File: src/rtl/instr_encoder.sv
// Packs opcode/Rx/Ry/imm tuples into 16-bit instruction words, buffers them in a
// small FIFO and streams them to consecutive instruction-memory addresses.
module instr_encoder #(
  parameter int ADDR_W     = 8,
  parameter int FIFO_DEPTH = 4
) (
  input  logic              clk,
  input  logic              reset_n,
  input  logic              start,
  input  logic [ADDR_W-1:0] base_addr,
  input  logic              flush,
  input  logic              in_valid,
  output logic              in_ready,
  input  logic [4:0]        in_opcode,
  input  logic [2:0]        in_rx,
  input  logic [2:0]        in_ry,
  input  logic [10:0]       in_imm,
  output logic              mem_wr,
  input  logic              mem_ready,
  output logic [ADDR_W-1:0] mem_addr,
  output logic [15:0]       mem_wdata,
  output logic              err,
  output logic [7:0]        err_cnt,
  output logic [ADDR_W-1:0] words_written,
  output logic              done,
  output logic              busy,
  output logic [1:0]        state_dbg
);

  // Both ports use valid/ready: a transfer happens on a rising edge where valid and
  // ready are both high; the sender holds its payload stable until that edge.
  localparam int PTR_W = $clog2(FIFO_DEPTH);
  localparam logic [PTR_W:0] DEPTH_CNT = (PTR_W+1)'(FIFO_DEPTH);

  typedef enum logic [1:0] {
    S_IDLE   = 2'd0,
    S_ACTIVE = 2'd1,
    S_FLUSH  = 2'd2
  } state_t;

  state_t state_q, state_d;
  logic   done_d;

  logic [15:0]      fifo_mem [FIFO_DEPTH];
  logic [PTR_W-1:0] wr_ptr, rd_ptr;
  logic [PTR_W:0]   count;
  logic             fifo_empty, fifo_full;
  logic             tuple_ok, accept, enq, pop, start_load;

  function automatic logic op_legal(input logic [4:0] op);
    logic ok;
    ok = 1'b0;
    case (op)
      5'b00000, 5'b00001, 5'b00010, 5'b00011, 5'b00100, 5'b00101,
      5'b10000, 5'b10001, 5'b10010, 5'b10011, 5'b10110,
      5'b01000, 5'b01001, 5'b01010, 5'b01100,
      5'b11000, 5'b11001, 5'b11010, 5'b11100: ok = 1'b1;
      default: ok = 1'b0;
    endcase
    return ok;
  endfunction

  function automatic logic [15:0] encode(input logic [4:0] op, input logic [2:0] rx,
                                         input logic [2:0] ry, input logic [10:0] imm);
    logic [15:0] w;
    w = '0;
    case (op[4:3])
      2'b00:   w = {5'b0, ry, rx, op};
      2'b10:   w = {imm[7:0], rx, op};
      2'b01:   w = {8'b0, rx, op};
      default: w = {imm, op};
    endcase
    return w;
  endfunction

  // Opcode class 10 only carries an 8-bit immediate, so it must sign-extend cleanly.
  assign tuple_ok   = op_legal(in_opcode) &&
                      ((in_opcode[4:3] != 2'b10) || (in_imm[10:8] == {3{in_imm[7]}}));
  assign fifo_empty = (count == '0);
  assign fifo_full  = (count == DEPTH_CNT);
  assign in_ready   = (state_q == S_ACTIVE) && !fifo_full;
  assign accept     = in_valid && in_ready;
  assign enq        = accept && tuple_ok;
  assign mem_wr     = !fifo_empty;
  assign pop        = mem_wr && mem_ready;
  assign mem_wdata  = fifo_empty ? 16'h0000 : fifo_mem[rd_ptr];
  assign start_load = (state_q == S_IDLE) && start;
  assign busy       = (state_q != S_IDLE);
  assign state_dbg  = state_q;

  always_comb begin
    state_d = state_q;
    done_d  = 1'b0;
    case (state_q)
      S_IDLE:   if (start) state_d = S_ACTIVE;
      S_ACTIVE: if (flush) state_d = S_FLUSH;
      S_FLUSH: begin
        if (fifo_empty && !mem_wr) begin
          state_d = S_IDLE;
          done_d  = 1'b1;
        end
      end
      default:  state_d = S_IDLE;
    endcase
  end

  always_ff @(posedge clk) begin
    if (!reset_n) begin
      state_q       <= S_IDLE;
      wr_ptr        <= '0;
      rd_ptr        <= '0;
      count         <= '0;
      mem_addr      <= '0;
      words_written <= '0;
      err           <= 1'b0;
      err_cnt       <= '0;
      done          <= 1'b0;
    end else begin
      state_q <= state_d;
      done    <= done_d;
      err     <= accept && !tuple_ok;
      if (enq) wr_ptr <= wr_ptr + 1'b1;
      if (pop) rd_ptr <= rd_ptr + 1'b1;
      case ({enq, pop})
        2'b10:   count <= count + 1'b1;
        2'b01:   count <= count - 1'b1;
        default: count <= count;
      endcase
      if (start_load) begin
        mem_addr      <= base_addr;
        words_written <= '0;
        err_cnt       <= '0;
      end else begin
        if (pop) begin
          mem_addr      <= mem_addr + 1'b1;
          words_written <= words_written + 1'b1;
        end
        if (accept && !tuple_ok && (err_cnt != 8'hFF)) err_cnt <= err_cnt + 1'b1;
      end
    end
  end

  always_ff @(posedge clk) begin
    if (enq) fifo_mem[wr_ptr] <= encode(in_opcode, in_rx, in_ry, in_imm);
  end

endmodule

File: config.mk
export PLATFORM = sky130hd
export DESIGN_NAME = instr_encoder
export DESIGN_NICKNAME = d
export VERILOG_FILES = /design/src/rtl/instr_encoder.sv
export SDC_FILE = /design/constraint.sdc
export NUM_CORES = 1
export LEC_CHECK = 0
export CAP_MARGIN = 20
export CORE_ASPECT_RATIO = 1.4
export CORE_UTILIZATION = 47
export DETAILED_ROUTE_END_ITERATION = 8
export PLACE_DENSITY = 0.73
export SLEW_MARGIN = 5
export SYNTH_ARGS = -nofsm -noshare
export SYNTH_HDL_FRONTEND = slang
export SYNTH_SLANG_ARGS = --single-unit
File: constraint.sdc
create_clock -name clk -period 2.2 [get_ports clk]
set_clock_uncertainty 0.15 [all_clocks]
set_input_delay 0.22 -clock clk [delete_from_list [all_inputs] [get_ports clk]]
set_output_delay 0.22 -clock clk [all_outputs]
set_load 0.005 [all_outputs]
## Yosys cells after proc, flatten, opt, wreduce, memory -nomap -nowiden

Memory sizes are Yosys's and may differ from the RTL's. A register that Yosys moved wholly into a read port is not among the register bits.
Index checks and enable logic that the tools add are counted.
W data, S select, Z words.

| word-level totals | value |
|---|---|
| register bits | 35 |
| latch bits | 0 |
| bits in writable memories | 64 |
| memory bits (read-only) | 32 |
| output and inout bits | 47 |
| memories kept | 2 |

| operators by class | value |
|---|---|
| $add $sub $neg | 7 |
| multiply operators | 0 |
| div/mod/pow operators | 0 |
| order comparisons | 0 |
| equality and inequality tests | 13 |
| shift-type cells | 0 |
| mux-type cells | 15 |
| bitwise operators | 1 |
| reductions and logical operators | 21 |

Memory list:

| name | words | bits a word | read ports | clocked after memory_dff | write ports | line | text |
|---|---|---|---|---|---|---|---|
| fifo_mem | 4 | 16 | 1 | 1 | 1 | 44 | `logic [15:0] fifo_mem [FIFO_DEPTH];` |
| (no name shown) | 32 | 1 | 1 | 0 | 0 | 53 | `case (op)` |

Operators by type and width:

| kind | number |
|---|---|
| $pmux W16 S3 | 1 |
| $mux W16 | 2 |
| $add A8 B1 Y8 const B | 3 |
| $mux W8 | 2 |
| $mux W2 | 5 |
| $logic_and A1 B1 Y1 | 8 |
| $ne A2 B2 Y1 const B | 4 |
| $ne A8 B8 Y1 const B | 1 |
| $eq A2 B1 Y1 const B | 3 |
| $eq A2 B2 Y1 const B | 3 |
| $pmux W2 S3 | 1 |
| $pmux W3 S2 | 1 |
| $reduce_bool A2 Y1 | 3 |
| $add A2 B1 Y2 const B | 2 |
| $logic_not A2 Y1 | 2 |
| $add A3 B1 Y3 const B | 1 |
| $eq A3 B3 Y1 | 1 |
| $eq A3 B3 Y1 const B | 1 |
| $logic_not A1 Y1 | 3 |
| $logic_not A3 Y1 | 1 |
| $mux W1 | 3 |
| $reduce_and A3 Y1 | 1 |
| $sub A3 B1 Y3 const B | 1 |
| $reduce_and A2 Y1 | 1 |
| 3 further kinds | 3 |

## Depth between registers and ports, before layout

| depth | value |
|---|---|
| word-level depth | 7 |
| mapped depth | 12 |

## Worst setup path after synthesis

Ideal clock, no wire load.

| timing path | value |
|---|---|
| kind | input to register |
| start point | input port in_opcode[3] |
| end point | register count[2] |
| arrival | 2,142 ps |
| required time | 1,979 ps |
| setup slack | -162 ps |
| stages on the path | 12 |
| buffers on the path | 2 |
| cells stage by stage | buf_2 > mux2_4 > o221ai_2 > and3b_1 > buf_6 > inv_2 > ha_1 > inv_1 > fa_1 > xor2_1 > or3_1 > a21oi_1 |

| between the ends | value |
|---|---|
| longest elaborated chain between the ends | 6 |
| elaborated cells between the ends (all ways) | 9 |
| classes of those cells | eq/ne (3); mux (1); reduce/logical (4); memory (1) |

Ends and longest elaborated chain:

| what | line | text |
|---|---|---|
| start: declaration | 14 | `input logic [4:0] in_opcode,` |
| parallel branches: the longest is 2 deep, another holds $mem_v2 Z32 W1 | -- |  |
| $logic_and A1 B1 Y1 * | 77 | `assign tuple_ok = op_legal(in_opcode) &&` |
| $logic_and A1 B1 Y1 * | 83 | `assign enq = accept && tuple_ok;` |
| $eq A2 B1 Y1 / $eq A2 B2 Y1 (equally long branches) | 124 | `case ({enq, pop})` |
| $pmux W3 S2 / $reduce_bool A2 Y1 (equally long branches) | -- |  |
| end signal: assignment | 125 | `2'b10: count <= count + 1'b1;` |
| end signal: assignment | 126 | `2'b01: count <= count - 1'b1;` |
| end signal: assignment | 127 | `default: count <= count;` |
| end: declaration | 46 | `logic [PTR_W:0] count;` |

Every way passes the cells marked *.
A chain may end at the register's enable or synchronous reset.

## Worst setup path in the final report

| timing path | value |
|---|---|
| start point | register count[1] |
| end point | register count[2] |

| between the ends | value |
|---|---|
| longest elaborated chain between the ends | 7 |
| elaborated cells between the ends (all ways) | 14 |
| classes of those cells | add/sub (2); eq/ne (3); mux (1); reduce/logical (8) |

Ends and longest elaborated chain:

| what | line | text |
|---|---|---|
| $eq A3 B3 Y1 | 80 | `assign fifo_full = (count == DEPTH_CNT);` |
| $logic_not A1 Y1 | 81 | `assign in_ready = (state_q == S_ACTIVE) && !fifo_full;` |
| $logic_and A1 B1 Y1 | 81 |  |
| $logic_and A1 B1 Y1 | 82 | `assign accept = in_valid && in_ready;` |
| $logic_and A1 B1 Y1 | 83 |  |
| $eq A2 B1 Y1 / $eq A2 B2 Y1 (equally long branches) | 124 |  |
| $pmux W3 S2 / $reduce_bool A2 Y1 (equally long branches) | -- |  |

Parallel ways exist; a longest one is shown, timed or not.

==> results.ini <==
[status]
outcome=complete, but fails checks
violations=design-rule violations, negative setup slack

[sta]
fmax_ghz=0.453
worst_pin_slew_ns=0.479
slew_violations=0
finalCriticalPeriod_ns=2.21
finalHoldViolations=0
rsz0062_at_grt=yes
fin_crit_sh=1.00
setup_slack_ns=-0.00797
fin_setup_tns_ns=-0.00797
relSlewSlack=0.681
finalSetupViolCount=1

[place]
numPortBuffers=82
dp_cells=534
preCtsSetupSlack_ns=-0.566
dp_hpwl_um=6350
gp_congestion=0.782

[layout]
diodes=0
fin_util=0.670
final_nets=496
drive_above_1_share=0.248
instances_no_fill=563
area_delta_synth_final_pct=37.5

[critical_path]
cp_data_arrival_time_ns=2.34
path_class=register to register
end_kind=register
reg2reg_setup_slack_ns=-0.008
startpoint=count[1]
r2r_end=count[2]
rr_startpoint=count[1]
crit_path_top_delay_cell=dfxtp_2
slowest_delay_ns=0.33
crit_required_ns=2.33
cp_max_fo=2
endpoint=count[2]
cp-start-kind=register
worstPathCellList=nor2_2 -> a211o_1 -> and3b_2 -> inv_4 -> ha_4 -> inv_2 -> fa_2 -> xor2_1 -> or3_1 -> a21oi_2
reg2reg_depth=10

[floorplanning]
dieArea_um2=9810
rows=41
io-pin-count=83
initial_core_util=0.487
coreArea_um2=9080
dieWidth_um=84.0
die_h_um=117

[global_route]
grt_pass1_wl_um=15000
globalRouteOverflowTotal=0
track_usage=0.206
grt_antenna_before_repair=0
grt_start_max_net_pins=19
grt_pass1_vias=2947

[synth]
synth_edf_count=64
ys_async_sr_fraction=0
ys.flop_type=edfxtp_1
syn_area_per_cell_um2=13.4
synth-seq-area-share=0.602
ys_top_cells_by_area=edfxtp_1, dfxtp_1, mux4_2, and2_1, mux2i_1
synth_top_area_share=0.435
yosysMostFrequentCell=edfxtp_1
ys_types=45
synth_commonest_cells=edfxtp_1, dfxtp_1, nor2_1, and2_1, mux4_2
synth_seq_cells=101
yosysWarningCount=0
syn_nets=376
syn_area_um2=4420
yosysTopAreaCell=edfxtp_1
synthCells=331

[pwr]
ir_drop_v=0.000425
power.total_w=0.00451
pwr_density_cell_nw_per_um2=741
power_leakage_nw=2.26

[route]
drcViolationCount=14
drt_first_pass_iters=6
vias_per_cell=5.33
wl_per_cell_um=16.9
routed_wl_um=9500
vias=2998
antenna_left=0
drt_iter0_drc=187

[clock_network]
cts_tree=done
cts_buffers=9
htreeDepth=3
ctsHoldBuffers=0
clkSinkCount=101
cts-root-buf=clkbuf_16
clockBufferDepth=2
clk_latency_ns=0.34
clkTransAtPathRegs_ns=0.07

[worst_hold_path]
hp-class=input port to register
min_from=in_opcode[1]

[flow_run]
max_cap_viol_count=0

registers in the layout (all words and copies together) (netlist names), named ones only:
| name | count |
|---|---|
| done | 1 |
| count | 3 |
| fifo_mem | 64 |
| words_written | 8 |
| rd_ptr | 2 |
| err | 1 |
| wr_ptr | 2 |
| err_cnt | 8 |
| mem_addr | 8 |
| state_dbg | 2 |
placed cells by master (no fill, tap or decap), drive strengths merged, types with 2 or more instances in the layout:
cell,instances
a211oi,5
a21o,2
a21oi,13
a31o,2
and2,22
and3,7
and4,2
buf,46
bufinv,2
clkbuf,18
clkdlybuf4s15,2
clkdlybuf4s50,58
clkinv,2
dfxtp,37
dlygate4sd2,12
edfxtp,64
ha,8
inv,13
mux2,5
mux2i,12
mux4,16
nand2,9
nand2b,2
nand3,12
nand4,6
nor2,30
nor2b,5
nor3,3
o21ai,8
xnor2,7
xor2,13
cell families after synthesis:
family,share of synthesized area
AO/OA/AOI/OAI,0.0526
adder cells (fa/ha/maj),0.0272
AND/OR/NAND/NOR,0.127
buffers and inverters,0.0291
flip-flops,0.602
multiplexers,0.122
XOR/XNOR,0.0396
cell type report:
class | count | area [um2]
Inverter | 13 | 51.3
Multi-Input combinational cell | 201 | 1700
Clock inverter | 5 | 75.1
Fill cell | 684 | 3000
Sequential cell | 101 | 2670
Tap cell | 107 | 134
Clock buffer | 11 | 243
Timing Repair Buffer | 125 | 1210
repair_timing:
action | 4_1_cts | 5_1_grt
pin swaps | 9 | 1
buffers inserted | 13 | 0
setup endpoints to repair | 19 | 14
gates resized for setup | 63 | 14
cloned | 1 | 0
stage by stage:
stage / hold WS [ns] / instance area [um2]
2_1_floorplan: 0.169 / 4460
3_3_place_gp: 0.356 / 5620
3_5_place_dp: 0.361 / 5620
4_1_cts: 0.244 / 6110
5_1_grt: 0.264 / 6080
6_report: 0.257 / 6080
how the worst min path moves through the flow:
stage	end	slack (ns)	cells after the start
after detailed placement	words_written[7]	0.36	2
after CTS	fifo_mem[2][1]	0.24	2
after floorplan	fifo_mem[0][0]	0.17	0
after global placement	words_written[7]	0.36	2
final	fifo_mem[2][1]	0.26	2
after global routing	fifo_mem[2][1]	0.26	2
metal layers:
layer / up-vias / GRT usage / wire [um]
met4: 0 / 0.0724 / 143
met5: - / 0 / 0
met2: 99 / 0.369 / 4870
met1: 1438 / 0.245 / 3910
met3: 12 / 0.0470 / 568
li1: 1449 / - / -
worst max-delay path, delay by kind of cell, from the launching register on:
family,cells,cell delay [ns]
AND/OR/NAND/NOR,3,0.68
adder cells (fa/ha/maj),2,0.46
flip-flops,1,0.33
AO/OA/AOI/OAI,2,0.28
XOR/XNOR,1,0.15
buffers and inverters,2,0.09
where the power goes:
part / switching, W / total [W] / leakage, nW / internal, W
registers: 0.0000374 / 0.00210 / 0.882 / 0.00206
logic: 0.000306 / 0.000736 / 1.22 / 0.000430
clock network: 0.000649 / 0.00167 / 0.155 / 0.00102
total: 0.000993 / 0.00451 / 2.26 / 0.00351
No activity file was read; power rests on OpenSTA's default activity.
